==> src/rtl/led_mode1_driver.sv <==
`default_nettype none
// ============================================================================
//  Module      : led_mode1_driver
//  Description : Heartbeat-shaped PWM brightness envelope for display mode 1.
//                Strong beat, weaker second beat, then a dark rest, repeated.
//                All eight LED pins carry the same registered waveform.
//  Revision    : 1.0 - initial release
// ============================================================================
module led_mode1_driver #(
    parameter int unsigned STEP_FRAMES    = 4,
    parameter int unsigned PEAK1          = 255,
    parameter int unsigned PEAK2          = 192,
    parameter int unsigned REST_STEPS     = 256,
    parameter bit          LED_ACTIVE_LOW = 1'b0
) (
    input  logic       clk,
    input  logic       rst_n,
    output logic [7:0] led_out
);

    localparam logic [15:0] c_step_last = 16'(STEP_FRAMES - 1);
    localparam logic [15:0] c_rest_last = 16'(REST_STEPS - 1);
    localparam logic [7:0]  c_peak1     = 8'(PEAK1);
    localparam logic [7:0]  c_peak2     = 8'(PEAK2);

    localparam logic [2:0] c_RISE1 = 3'd0;
    localparam logic [2:0] c_FALL1 = 3'd1;
    localparam logic [2:0] c_RISE2 = 3'd2;
    localparam logic [2:0] c_FALL2 = 3'd3;
    localparam logic [2:0] c_REST  = 3'd4;

    logic [7:0]  r_pwm_cnt;
    logic [15:0] r_frame_cnt;
    logic [15:0] r_rest_cnt;
    logic [7:0]  r_duty;
    logic [2:0]  r_state;
    logic [7:0]  r_led_out;

    logic        w_frame_end;
    logic        w_step_tick;
    logic        w_lit;
    logic [7:0]  w_duty_inc;
    logic [7:0]  w_duty_dec;

    // The step tick coincides with the last clock of a PWM frame, so a new
    // duty only ever applies from the next pwm_cnt==0 onward.
    assign w_frame_end = (r_pwm_cnt == 8'hFF);
    assign w_step_tick = w_frame_end && (r_frame_cnt == c_step_last);
    assign w_lit       = (r_pwm_cnt < r_duty);
    assign w_duty_inc  = r_duty + 8'd1;
    assign w_duty_dec  = r_duty - 8'd1;

    // Free-running 8-bit PWM phase counter.
    always_ff @(posedge clk) begin
        if (!rst_n) begin
            r_pwm_cnt <= 8'd0;
        end else begin
            r_pwm_cnt <= r_pwm_cnt + 8'd1;
        end
    end

    // Counts completed PWM frames within one brightness step.
    always_ff @(posedge clk) begin
        if (!rst_n) begin
            r_frame_cnt <= 16'd0;
        end else if (w_frame_end) begin
            if (r_frame_cnt == c_step_last) begin
                r_frame_cnt <= 16'd0;
            end else begin
                r_frame_cnt <= r_frame_cnt + 16'd1;
            end
        end
    end

    // Envelope state machine: ramps duty up/down one count per step tick.
    // Turn-around happens on the step that reaches the peak or zero, so
    // duty never overshoots the peak nor wraps below zero.
    always_ff @(posedge clk) begin
        if (!rst_n) begin
            r_state    <= c_RISE1;
            r_duty     <= 8'd0;
            r_rest_cnt <= 16'd0;
        end else if (w_step_tick) begin
            case (r_state)
                c_RISE1: begin
                    r_duty <= w_duty_inc;
                    if (w_duty_inc == c_peak1) begin
                        r_state <= c_FALL1;
                    end
                end
                c_FALL1: begin
                    r_duty <= w_duty_dec;
                    if (w_duty_dec == 8'd0) begin
                        r_state <= c_RISE2;
                    end
                end
                c_RISE2: begin
                    r_duty <= w_duty_inc;
                    if (w_duty_inc == c_peak2) begin
                        r_state <= c_FALL2;
                    end
                end
                c_FALL2: begin
                    r_duty <= w_duty_dec;
                    if (w_duty_dec == 8'd0) begin
                        r_state    <= c_REST;
                        r_rest_cnt <= 16'd0;
                    end
                end
                c_REST: begin
                    r_duty <= 8'd0;
                    if (r_rest_cnt == c_rest_last) begin
                        r_state    <= c_RISE1;
                        r_rest_cnt <= 16'd0;
                    end else begin
                        r_rest_cnt <= r_rest_cnt + 16'd1;
                    end
                end
                default: begin
                    r_state    <= c_RISE1;
                    r_duty     <= 8'd0;
                    r_rest_cnt <= 16'd0;
                end
            endcase
        end
    end

    // Registered pin drive; reset holds every LED at its unlit level.
    always_ff @(posedge clk) begin
        if (!rst_n) begin
            r_led_out <= {8{LED_ACTIVE_LOW}};
        end else begin
            r_led_out <= {8{w_lit ^ LED_ACTIVE_LOW}};
        end
    end

    assign led_out = r_led_out;

endmodule
`default_nettype wire

==> config.mk <==
export PLATFORM = sky130hd
export DESIGN_NAME = led_mode1_driver
export DESIGN_NICKNAME = d
export VERILOG_FILES = /design/src/rtl/led_mode1_driver.sv
export SDC_FILE = /design/constraint.sdc
export NUM_CORES = 1
export LEC_CHECK = 0
export CAP_MARGIN = 20
export CORE_MARGIN = 3
export CORE_UTILIZATION = 50
export CTS_CLUSTER_SIZE = 30
export DETAILED_ROUTE_END_ITERATION = 12
export PLACE_DENSITY = 0.75
export SYNTH_ARGS = -nofsm -noshare
export SYNTH_HDL_FRONTEND = slang
export SYNTH_SLANG_ARGS = --single-unit
export TNS_END_PERCENT = 30
==> constraint.sdc <==
create_clock -name clk -period 3.7 [get_ports clk]
set_input_delay 0.74 -clock clk [delete_from_list [all_inputs] [get_ports clk]]
set_output_delay 0.74 -clock clk [all_outputs]
set_load 0.02 [all_outputs]
==> run_results.csv <==
group,metric,value,unit
grt,grt_pass1_wl,12300,µm
clock_tree,clkSlewWorstSetupHoldPaths,0.11,ns
floorplan,fp_rows,28,
critical_path,cp-end-kind,"flip-flop",
drt,initial_drc_count,317,
clock_tree,cts-buffers-inserted,5,
hold_path,worst_hold_launch,"r_pwm_cnt[0]",
run_status,outcome,"completed",
timing,maxSlewViolCount,0,
critical_path,critical_path.reg2reg.endpoint,"r_state[1]",
clock_tree,tritoncts_num_sinks,52,
drt,count_of_vias_placed_by_the_detailed_router,2924,
logic_synthesis,synth-main-ff-cell,"dfxtp_1",
timing,final_setup_violating_endpoints,0,
timing,max_freq,330,MHz
timing,fraction_of_the_cycle_the_final_worst_path_needs,81.9,%
hold_path,hold-path-cell-count,1,
power_and_ir_drop,cell_internal_pwr,0.773,mW
critical_path,worstPathArrival,3.28,ns
final_layout,area_delta_synth_final,6.01,%
power_and_ir_drop,leakagePower,1.07,nW
power_and_ir_drop,total_switching_power,0.316,mW
critical_path,critical_path.slowest_cell,"dfxtp_1",
timing,slew_headroom,47.3,%
final_layout,final_layout_size_suffix_gt1_share,5.00,%
logic_synthesis,yosys_warnings,0,
final_layout,nFillCells,567,
drt,totalWireLength,7130,µm
job,max_cap_violations,0,
logic_synthesis,yosys-top-cells-area,"dfxtp_1 (33%), ha_1 (5.6%), nand2_1 (5.1%)",
hold_path,hold_path_end,"r_pwm_cnt[0]",
placement,io_buffers,9,
timing,timing.final.crit_period,3.03,ns
critical_path,critPathTopFamily,"compound AO/OA/AOI/OAI gates",
final_layout,final_common_cell,"dfxtp_1",
logic_synthesis,synth_enable_flop_cells,0,
logic_synthesis,synth_seq_cells,52,
critical_path,critical_path.n_buffers_inverters,1,
power_and_ir_drop,totalPowerFinal,1.09,mW
logic_synthesis,netlist.top_cell.by_area,"dfxtp_1",
critical_path,timing.critical_path.from_type,"flip-flop",
drt,ant_nets,0,
timing,transition_time_at_the_pin_with_the_least_slew_margin,0.783,ns
logic_synthesis,netlist-cell-type-count,56,
critical_path,crit_required,3.95,ns
logic_synthesis,synthCells,404,
timing,final.setup.tns,0,ns
floorplan,dieHeight,85.3,µm
logic_synthesis,synth-seq-area-share,33.1,%
power_and_ir_drop,share_comb_of_total_power,13.0,%
critical_path,worstPathCellList,"inv_1, ha_1, o21bai_1, a211o_1, a32oi_2, nand4_1, or4b_1, a31oi_1",
floorplan,core_area,5990,µm²
critical_path,timing.critical_path.fanout_max,16,
drt,route.detailed.drc,0,
power_and_ir_drop,power_density,327,nW/µm²
clock_tree,cts_hold_buf,0,
timing,grt_setup_unrepaired,"false",
timing,finalClockSkew,0.0128,ns
timing,finalHoldViolCount,0,
placement,post-dp-hpwl,5010,µm
grt,track_usage,20.6,%
logic_synthesis,syn-cell-area,3150,µm²
power_and_ir_drop,seqPwrFrac,54.8,%
critical_path,r2r_cells,8,
power_and_ir_drop,power.switching_fraction,29.0,%
final_layout,area.sequential,1040,µm²
critical_path,crit_path_launch,"r_duty[0]",
grt,overflow,0,
critical_path,reg2reg_from,"r_duty[0]",
critical_path,crit_type,"flip-flop to flip-flop",
floorplan,io_pins,10,
placement,finalWeightedCongestion,0.917,
power_and_ir_drop,power.share.clock,32.3,%
grt,grt_antenna_before_repair,0,
clock_tree,worstSkewPairLatency,0.31,ns
final_layout,multiInputGateArea,1930,µm²
floorplan,floorplan.initialDensity,52.5,%
logic_synthesis,synthDominantCellAreaShare,33.1,%
floorplan,die_area,7280,µm²
clock_tree,tritoncts,"yes",
critical_path,regToRegSetupSlack,0.67,ns
drt,post_drt_via_cell_ratio,6.16,
clock_tree,post_cts_resize_count,0,
clock_tree,cts.root.buffer_cell,"clkbuf_8",
hold_path,worstHoldPathType,"flip-flop to flip-flop",
power_and_ir_drop,ir_worst_vdd,207,µV
grt,grt_max_degree,21,
clock_tree,h-tree-depth,2,
logic_synthesis,syn_nets,420,
drt,dr.pass1.iters,5,
floorplan,floorplan.die.width,85.3,µm
clock_tree,cts_post_setup_buffers_inserted,0,
final_layout,antenna_cells,0,
final_layout,most-common-layout-cells,"dfxtp_1 (52), nand2_1 (43), nor2_1 (33)",
logic_synthesis,synthesized_area_divided_by_synthesized_cell_count,7.79,µm²
drt,drt-wirelength-per-cell,15.0,µm
logic_synthesis,async_set_or_reset_register_ratio_after_synthesis,0,%
grt,grt_pass1_vias,2636,
final_layout,num-nets-final,415,
clock_tree,clock_path_buffers,2,
critical_path,critPathMaxStageDelay,0.65,ns
[synthesized netlist by cell type, types with 2 or more instances]
cell type	n
xor2_1	14
nor3_1	14
nand3b_1	4
nor2_1	33
buf_2	4
a21oi_1	32
a31oi_1	9
o21ai_0	21
nand4b_1	2
and3_1	7
nand4_1	11
and2_1	8
nand3_1	24
or4b_1	3
clkbuf_1	14
nor2b_1	5
xnor2_1	9
a21o_1	3
inv_1	11
dfxtp_1	52
a22oi_1	2
nor4_1	6
o2bb2ai_1	2
o21bai_1	2
o31ai_1	10
a211o_1	2
or4_1	3
ha_1	14
or3_1	8
buf_4	7
nand2_1	43
[power groups by stage]
stage / sequential [mW] / combinational [mW] / clock (mW)
2_1_floorplan: 0.597 / 0.118 / 0
3_3_place_gp: 0.607 / 0.139 / 0
3_5_place_dp: 0.609 / 0.140 / 0
4_1_cts: 0.596 / 0.141 / 0.367
5_1_grt: 0.600 / 0.153 / 0.386
6_report: 0.596 / 0.141 / 0.352
[metal layers]
layer	wire (µm)	track usage, %	vias up	part of all wire [%]
met5	0	0	-	0
met4	93	6.04	0	1.3
met1	3370	30.7	1355	47
li1	-	-	1449	-
met2	3130	29.9	109	44
met3	543	3.88	11	7.6
[worst max-delay path by stage]
stage | end | slack [ns] | depth (start not counted)
2_1_floorplan | r_state[1] | 0.96 | 9
3_3_place_gp | r_state[1] | 0.86 | 8
3_5_place_dp | r_state[1] | 0.74 | 8
4_1_cts | r_state[1] | 0.72 | 8
5_1_grt | r_rest_cnt[14] | 0.46 | 8
6_report | r_state[1] | 0.67 | 8
[metrics by stage]
| step | hold WS [ns] | std cells | utilization (%) | cell area, µm² | setup WS (ns) |
|---|---|---|---|---|---|
| 5_1_grt | 0.527 | 475 | 55.7 | 3330 | 0.462 |
| 3_3_place_gp | 0.442 | 467 | 54.1 | 3240 | 0.857 |
| 4_1_cts | 0.492 | 475 | 55.7 | 3330 | 0.717 |
| 6_report | 0.483 | 475 | 55.7 | 3330 | 0.669 |
| 2_1_floorplan | 0.425 | 404 | - | 3150 | 0.964 |
| 3_5_place_dp | 0.467 | 467 | 54.1 | 3240 | 0.744 |
[logic make-up (layout without fill, tap and decap cells)]
group	after synthesis	in the layout	synth area share, %
simple gates	180	180	29.8
compound gates	96	96	19.3
flops	52	52	33.1
buf+inv	38	34	5.53
xor+xnor	23	23	6.40
fa+ha+maj	14	14	5.57
mux	1	1	0.318
[sequential cells by signal (all words and copies together), names as in the netlist]
register,count
r_duty,8
r_pwm_cnt,8
r_rest_cnt,16
r_frame_cnt,16
led_out,1
r_state,3
[cell type report]
type | count | share of cell area, %
clock inverters | 3 | 0.826
well taps | 75 | 2.81
multi-input cells | 314 | 57.9
repair buffers | 14 | 3.83
clock buffers | 5 | 2.06
flip-flops and latches | 52 | 31.2
inverters | 12 | 1.35
Note: power is estimated with default switching activity, not from simulation.
